--- config.mk ---
export PLATFORM = sky130hd
export DESIGN_NAME = cu_cmd_loader
export DESIGN_NICKNAME = d
export VERILOG_FILES = /design/src/rtl/cu_cmd_loader.sv
export SDC_FILE = /design/constraint.sdc
export NUM_CORES = 1
export LEC_CHECK = 0
export BUFFER_PORTS_ARGS = -buffer_cell sky130_fd_sc_hd__buf_2
export CORE_MARGIN = 2
export CORE_UTILIZATION = 30
export DETAILED_ROUTE_END_ITERATION = 8
export HOLD_SLACK_MARGIN = 0.15
export PLACE_DENSITY = 0.64
export SYNTH_ARGS = -nofsm -noshare
export SYNTH_HDL_FRONTEND = slang
export SYNTH_SLANG_ARGS = --single-unit
--- constraint.sdc ---
create_clock -name clk -period 3 [get_ports clk]
set_input_delay 0.6 -clock clk [delete_from_list [all_inputs] [get_ports clk]]
set_output_delay 0.6 -clock clk [all_outputs]
set_load 0.01 [all_outputs]
--- src/rtl/cu_cmd_loader.sv ---
// -----------------------------------------------------------------------------
// cu_cmd_loader
//
// Command front-end for the combinational complex-arithmetic unit (CU).
// Collects one complex operation as four 16-bit words (re1, im1, re2, im2)
// plus a 2-bit opcode over a valid/ready stream, holds them on the CU operand
// inputs, waits SETTLE_CYCLES for the CU to settle, then captures the CU
// results and offers them on a valid/ready result port. One operation is in
// flight at a time; no new word is accepted until the result is consumed.
//
// Parameters:
//   SETTLE_CYCLES  cycles from the last operand edge to result capture (1..15)
//
// Ports:
//   clk, rst_n                 clock, asynchronous active-low reset
//   in_valid/in_ready          command word handshake
//   in_data[15:0]              operand word (re1, im1, re2, im2 in order)
//   in_task[1:0]               opcode, sampled with word 0 only
//   cu_re1..cu_im2, cu_task    registered operands/opcode driven to the CU
//   cu_out_re, cu_out_im       CU results
//   res_valid/res_ready        result handshake
//   res_re, res_im             captured result (zeroed on divide-by-zero)
//   res_task                   opcode of the captured result
//   res_dz                     divide-by-zero flag
// -----------------------------------------------------------------------------
module cu_cmd_loader #(
    parameter int unsigned SETTLE_CYCLES = 1
) (
    input  logic        clk,
    input  logic        rst_n,

    input  logic        in_valid,
    output logic        in_ready,
    input  logic [15:0] in_data,
    input  logic [1:0]  in_task,

    output logic [15:0] cu_re1,
    output logic [15:0] cu_im1,
    output logic [15:0] cu_re2,
    output logic [15:0] cu_im2,
    output logic [1:0]  cu_task,
    input  logic [31:0] cu_out_re,
    input  logic [31:0] cu_out_im,

    output logic        res_valid,
    input  logic        res_ready,
    output logic [31:0] res_re,
    output logic [31:0] res_im,
    output logic [1:0]  res_task,
    output logic        res_dz
);

    localparam logic [1:0] ST_LOAD   = 2'd0;
    localparam logic [1:0] ST_SETTLE = 2'd1;
    localparam logic [1:0] ST_OUT    = 2'd2;

    localparam logic [3:0] SETTLE_INIT = 4'(SETTLE_CYCLES - 1);

    logic [1:0]  state_q,      state_d;
    logic [1:0]  word_cnt_q,   word_cnt_d;
    logic [3:0]  settle_cnt_q, settle_cnt_d;

    logic [15:0] cu_re1_q,  cu_re1_d;
    logic [15:0] cu_im1_q,  cu_im1_d;
    logic [15:0] cu_re2_q,  cu_re2_d;
    logic [15:0] cu_im2_q,  cu_im2_d;
    logic [1:0]  cu_task_q, cu_task_d;

    logic        res_valid_q, res_valid_d;
    logic [31:0] res_re_q,    res_re_d;
    logic [31:0] res_im_q,    res_im_d;
    logic [1:0]  res_task_q,  res_task_d;
    logic        res_dz_q,    res_dz_d;

    logic        accept;
    logic        div_by_zero;

    // Ready is a pure state decode so the source never sees a combinational
    // path from its own valid back to ready.
    assign in_ready = (state_q == ST_LOAD);
    assign accept   = in_valid & in_ready;

    // Evaluated on the registered operands, which are stable during SETTLE.
    assign div_by_zero = (cu_task_q == 2'd3) && (cu_re2_q == '0) && (cu_im2_q == '0);

    always_comb begin
        state_d      = state_q;
        word_cnt_d   = word_cnt_q;
        settle_cnt_d = settle_cnt_q;
        cu_re1_d     = cu_re1_q;
        cu_im1_d     = cu_im1_q;
        cu_re2_d     = cu_re2_q;
        cu_im2_d     = cu_im2_q;
        cu_task_d    = cu_task_q;
        res_valid_d  = res_valid_q;
        res_re_d     = res_re_q;
        res_im_d     = res_im_q;
        res_task_d   = res_task_q;
        res_dz_d     = res_dz_q;

        case (state_q)
            ST_LOAD: begin
                if (accept) begin
                    // Two-bit counter wraps to 0 on its own after word 3.
                    word_cnt_d = word_cnt_q + 2'd1;
                    case (word_cnt_q)
                        2'd0: begin
                            cu_re1_d  = in_data;
                            cu_task_d = in_task;
                        end
                        2'd1: cu_im1_d = in_data;
                        2'd2: cu_re2_d = in_data;
                        default: begin
                            cu_im2_d     = in_data;
                            settle_cnt_d = SETTLE_INIT;
                            state_d      = ST_SETTLE;
                        end
                    endcase
                end
            end

            ST_SETTLE: begin
                if (settle_cnt_q == '0) begin
                    res_valid_d = 1'b1;
                    res_task_d  = cu_task_q;
                    res_dz_d    = div_by_zero;
                    res_re_d    = div_by_zero ? '0 : cu_out_re;
                    res_im_d    = div_by_zero ? '0 : cu_out_im;
                    state_d     = ST_OUT;
                end else begin
                    settle_cnt_d = settle_cnt_q - 4'd1;
                end
            end

            ST_OUT: begin
                if (res_ready) begin
                    res_valid_d = 1'b0;
                    state_d     = ST_LOAD;
                end
            end

            default: begin
                state_d = ST_LOAD;
            end
        endcase
    end

    always_ff @(posedge clk or negedge rst_n) begin
        if (!rst_n) begin
            state_q      <= ST_LOAD;
            word_cnt_q   <= '0;
            settle_cnt_q <= '0;
            cu_re1_q     <= '0;
            cu_im1_q     <= '0;
            cu_re2_q     <= '0;
            cu_im2_q     <= '0;
            cu_task_q    <= '0;
            res_valid_q  <= 1'b0;
            res_re_q     <= '0;
            res_im_q     <= '0;
            res_task_q   <= '0;
            res_dz_q     <= 1'b0;
        end else begin
            state_q      <= state_d;
            word_cnt_q   <= word_cnt_d;
            settle_cnt_q <= settle_cnt_d;
            cu_re1_q     <= cu_re1_d;
            cu_im1_q     <= cu_im1_d;
            cu_re2_q     <= cu_re2_d;
            cu_im2_q     <= cu_im2_d;
            cu_task_q    <= cu_task_d;
            res_valid_q  <= res_valid_d;
            res_re_q     <= res_re_d;
            res_im_q     <= res_im_d;
            res_task_q   <= res_task_d;
            res_dz_q     <= res_dz_d;
        end
    end

    assign cu_re1    = cu_re1_q;
    assign cu_im1    = cu_im1_q;
    assign cu_re2    = cu_re2_q;
    assign cu_im2    = cu_im2_q;
    assign cu_task   = cu_task_q;
    assign res_valid = res_valid_q;
    assign res_re    = res_re_q;
    assign res_im    = res_im_q;
    assign res_task  = res_task_q;
    assign res_dz    = res_dz_q;

endmodule

* Word level (Yosys, flattened, before mapping)
Cells that the tools add are included.
Storage, ports and cells: flip-flop bits (word level) 142, input bits 86, output and inout port bits 135, logic and storage cells 60
Cells by class: $add $sub $neg 2, equal/unequal tests 10, mux-type cells 14, bitwise operators 2, reductions and logical operators 19
Operators with widths (count):
- 32-bit 2-to-1 mux | 2
- 16-bit logical NOT | 2
- 3-bit AND reduction | 5
- 4-bit 2-to-1 mux | 3
- 2-bit 2-to-1 mux | 4
- 2-bit != test (second input constant) | 4
- 4-bit one-hot mux with 2 select lines | 1
- 4-bit AND reduction | 2
- 2-bit equality test (second input constant) | 3
- 2-bit one-hot mux with 3 select lines | 1
- 2-bit by 1-bit equality test with 1-bit output (second input constant) | 2
- 2-bit logical NOT | 2
- 4-bit logical NOT | 1
- 2-bit AND reduction | 2
- 2-bit nonzero test | 2
- 4-bit by 1-bit subtractor with 4-bit output (second input constant) | 1
- 3-bit OR reduction | 1
- 2-bit by 1-bit adder with 2-bit output (second input constant) | 1
- 1-bit logical AND | 2
- 1-bit 2-to-1 mux | 2
- 2-bit by 1-bit != test with 1-bit output (second input constant) | 1
- 1-bit one-hot mux with 2 select lines | 1
- 1-bit AND | 1
- 1-bit inverter | 1

* Longest topological paths before layout
depth in word-level cells 5, mapped depth 9, mapped depth without buffers 6

* Worst setup path after synthesis
No wires, ideal clock.
kind flip-flop to flip-flop, from register settle_cnt_q[0], to register res_re_q[21] (netlist: res_re[21]), library setup time 0.119 ns, arrival 1.992 ns, data required time 2.881 ns, slack 0.889 ns, cell stages (with the launch flop) 10, buffers on the path 3, period minus slack after synthesis 2.111 ns, cell sequence dfrtp_1 > inv_1 > ha_1 > or3b_1 > or2_1 > clkbuf_1 > nor4_2 > buf_4 > buf_6 > nor2_1
On the way: longest elaborated chain between the ends 2
Ends and longest elaborated chain:
- from (decl) | line 61 | logic [3:0] settle_cnt_q, settle_cnt_d;
- from (signal assigned) | line 166 | settle_cnt_q <= settle_cnt_d;
- 4-bit logical NOT | line 123 | if (settle_cnt_q == '0) begin
- 2-bit AND reduction (no source line)
- to (signal assigned) | line 173 | res_re_q <= res_re_d;
- to (decl) | line 70 | logic [31:0] res_re_q, res_re_d;
No other way between the ends. A chain may end at the register's enable or synchronous reset.

* Final worst setup path
from register settle_cnt_q[0], to register res_im_q[11] (netlist: res_im[11])
On the way: longest elaborated chain between the ends 2
Ends and longest elaborated chain:
- 4-bit logical NOT | line 123
- 2-bit AND reduction (no source line)
- to (signal assigned) | line 174 | res_im_q <= res_im_d;
- to (decl) | line 71 | logic [31:0] res_im_q, res_im_d;
No other way between the ends.

==> results.sh <==
export IMPL_status="finished clean"
export IMPL_ir_drop_mv=0.4737
export IMPL_hold_path_class="primary input to register"
export IMPL_num_vias=3929
export IMPL_antenna_found_initial=0
export IMPL_ys_seq_area_share_pct=62.34
export IMPL_post_cts_resized=0
export IMPL_required_ns=3.28
export IMPL_first_pass_iters=4
export IMPL_cp_depth=7
export IMPL_rrSetupSlack_ns=0.77
export IMPL_cts_buffers_inserted=17
export IMPL_drt_initial_drc_count=58
export IMPL_yosysTopAreaCell="dfrtp_1"
export IMPL_gr_total_overflow=0
export IMPL_wl_per_cell_um=15.46
export IMPL_ys_ff_latch=142
export IMPL_synth_nets=505
export IMPL_slowest_delay_ns=0.41
export IMPL_antennaDiodeCount=0
export IMPL_synthCells=414
export IMPL_pre_cts_slack_ns=0.7895
export IMPL_clock_sinks=142
export IMPL_synth_most_common_cell="dfrtp_1"
export IMPL_ios=221
export IMPL_final_antenna_net_count=0
export IMPL_dieArea_sq_um=20120
export IMPL_cp_arrival_ns=2.51
export IMPL_synth_adder_area_share_pct=1.097
export IMPL_drv_cap=0
export IMPL_routed_wl_um=13700
export IMPL_clock_latency_ns=0.41
export IMPL_htreeDepth=4
export IMPL_rsz0062_at_grt="false"
export IMPL_gp_congestion=0.7594
export IMPL_vias_per_cell=4.435
export IMPL_start_util_pct=30.47
export IMPL_yosysUniqueCellTypes=27
export IMPL_grt_usage_pct=13.77
export IMPL_synth_simple_area_share_pct=7.616
export IMPL_min_period_ns=2.226
export IMPL_worstReg2RegStart="settle_cnt_q[0]"
export IMPL_synth_top_family_by_area="multiplexers"
export IMPL_cp_cell_sequence="inv_1, ha_1, or3b_1, or2_4, nor4_4, buf_12, nor2_1"
export IMPL_cts_setup_buffers=0
export IMPL_critPathBufInv=2
export IMPL_crit_type="register to register"
export IMPL_area_growth_pct=34.59
export IMPL_synth_edff_count=0
export IMPL_r2r_cells=7
export IMPL_synthArstFlopShare_pct=100.0
export IMPL_fillerInstances=1796
export IMPL_port_buffers=220
export IMPL_leakage_nw=4.116
export IMPL_worst_pin_slew_ns=0.4917
export IMPL_pwr_density_cell_nw_per_um2=1150
export IMPL_synthMuxAreaShare_pct=25.04
export IMPL_yosysWarnings=0
export IMPL_route_detailed_drc=0
export IMPL_fmax_ghz=0.4492
export IMPL_grt_pass1_vias=4080
export IMPL_cts_tree="done"
export IMPL_hold_viol=0
export IMPL_fin_nets=731
export IMPL_clock_root_buffer="clkbuf_16"
export IMPL_synth_xor_area_share_pct=0.4609
export IMPL_crit_family="simple AND/OR/NAND/NOR gates"
export IMPL_grt_max_degree=70
export IMPL_netlist_area_sq_um=5700
export IMPL_drive_above_1_share_pct=50.61
export IMPL_die_w_um=141.8
export IMPL_worstPathMaxFanout=65
export IMPL_setup_slack_ns=0.7739
export IMPL_die_y_um=141.8
export IMPL_fin_skew_ns=0.009530
export IMPL_synthFlopType="dfrtp_1"
export IMPL_synth_common_cells="142 x dfrtp_1, 69 x mux2_2, 69 x nor2_1, 65 x mux2i_1, 16 x buf_2"
export IMPL_syn_avg_cell_area_sq_um=13.77
export IMPL_min_period_over_period_pct=74.20
export IMPL_startpoint="settle_cnt_q[0]"
export IMPL_drv_slew=0
export IMPL_endpoint="res_im[11]"
export IMPL_setup_viol=0
export IMPL_slowest_stage="or3b_1"
export IMPL_start_kind="register"
export IMPL_r2r_end="res_im[11]"
export IMPL_tns_ns=0
export IMPL_synth_top_area_share_pct=62.34
export IMPL_clk_pin_slew_ns=0.06
export IMPL_grt_pass1_wl_um=21470
export IMPL_synth_area_top_cells="dfrtp_1 62%, mux2_2 14%, mux2i_1 11%, nor2_1 4.5%, buf_2 1.4%"
export IMPL_dp_hpwl_um=9490
export IMPL_synth_compound_area_share_pct=0.5268
export IMPL_rows=50
export IMPL_clockBufferDepth=2
export IMPL_endpoint_kind="register"
export IMPL_max_slew_margin_pct=67.22
export IMPL_core_sq_um=18710
==> cells in the final DEF, fill, tap and decap left out <==
master	netlist	layout
buf_2	16	219
dfrtp_1	142	142
nor2_1	69	69
mux2_2	69	69
mux2i_1	65	65
clkbuf_16	0	17
nor4_1	6	6
buf_4	1	6
inv_1	5	5
ha_1	5	5
and2_1	4	4
nand2_1	4	4
clkbuf_8	0	4
nand3_1	3	3
o21ai_0	3	3
clkinv_2	0	3
buf_12	0	3
a21o_1	2	2
nand2b_1	2	2
nor4b_1	2	2
xor2_1	2	2
clkinv_4	0	2
bufinv_16	0	2
nor3b_1	1	1
nor2b_1	1	1
or3b_1	1	1
or2_4	0	1
nand4_1	1	1
nor4_4	0	1
xnor2_1	1	1
nor3_1	1	1
clkbuf_1	1	1
inv_6	0	1
clkinvlp_4	0	1
dlygate4sd3_1	0	1
buf_6	5	1
==> kinds of logic (layout without fill, tap and decap cells) <==
family | Yosys count | in the layout
XOR/XNOR | 3 | 3
multiplexers | 134 | 134
buffers and inverters | 28 | 266
AO/OA/AOI/OAI | 5 | 5
AND/OR/NAND/NOR | 97 | 97
flip-flops | 142 | 142
adder cells (fa/ha/maj) | 5 | 5
==> how the worst min path moves through the flow <==
stage	start	slack, ns	endpoint	cells after the start
6_report	res_ready	0.41	state_q[1]	2
5_1_grt	in_task[1]	0.41	cu_task[1]	2
4_1_cts	res_ready	0.39	state_q[1]	2
3_5_place_dp	res_dz	0.46	res_dz	1
3_3_place_gp	res_dz	0.46	res_dz	1
2_1_floorplan	rst_n	0.30	cu_im1[0]	0
==> stage by stage <==
stage,hold WS [ns],instance area (sq um),instances,total power [W],utilization [%]
after global placement,0.4561,7069,854,0.006717,37.79
final,0.4090,7672,886,0.008822,41.02
after floorplan,0.3044,5700,414,0.005332,-
after detailed placement,0.4646,7069,854,0.006808,37.79
after CTS,0.3887,7672,886,0.008985,41.02
after global routing,0.4121,7672,886,0.009456,41.02
==> sequential cells by signal (all words and copies together) (netlist names), 4 cells and up <==
name and cells:
res_re 32, cu_re2 16, res_im 32, settle_cnt_q 4, cu_re1 16, cu_im1 16, cu_im2 16
==> where the power goes <==
part           switching, W  internal (W)  leakage, nW
combinational       0.00164       0.00160         2.14
clock              0.000798       0.00131        0.292
sequential         0.000571       0.00290         1.68
==> cell type report <==
type	instances	area, sq um	area share [%]
clock buffer	22	484.2	6.311
clock inverter	9	108.9	1.419
tap	234	292.8	3.816
sequential	142	3553	46.31
inverter	5	18.77	0.2446
multi-input combinational	244	1992	25.96
timing repair buffer	230	1222	15.93
==> metal layers <==
layer / vias to the layer above / share of wire [%] / track usage (%)
met4: 0 / 0.93 / 3.947
met3: 13 / 8.9 / 5.974
met5: - / 0 / 0
met1: 1889 / 45 / 17.03
met2: 161 / 45 / 22.00
li1: 1866 / - / -
==> repair_timing <==
action                                 CTS  global route
endpoints found under the hold margin   45             0
setup endpoints to repair                0             0
hold buffers                             1             0
No activity file was read; power rests on OpenSTA's default activity.
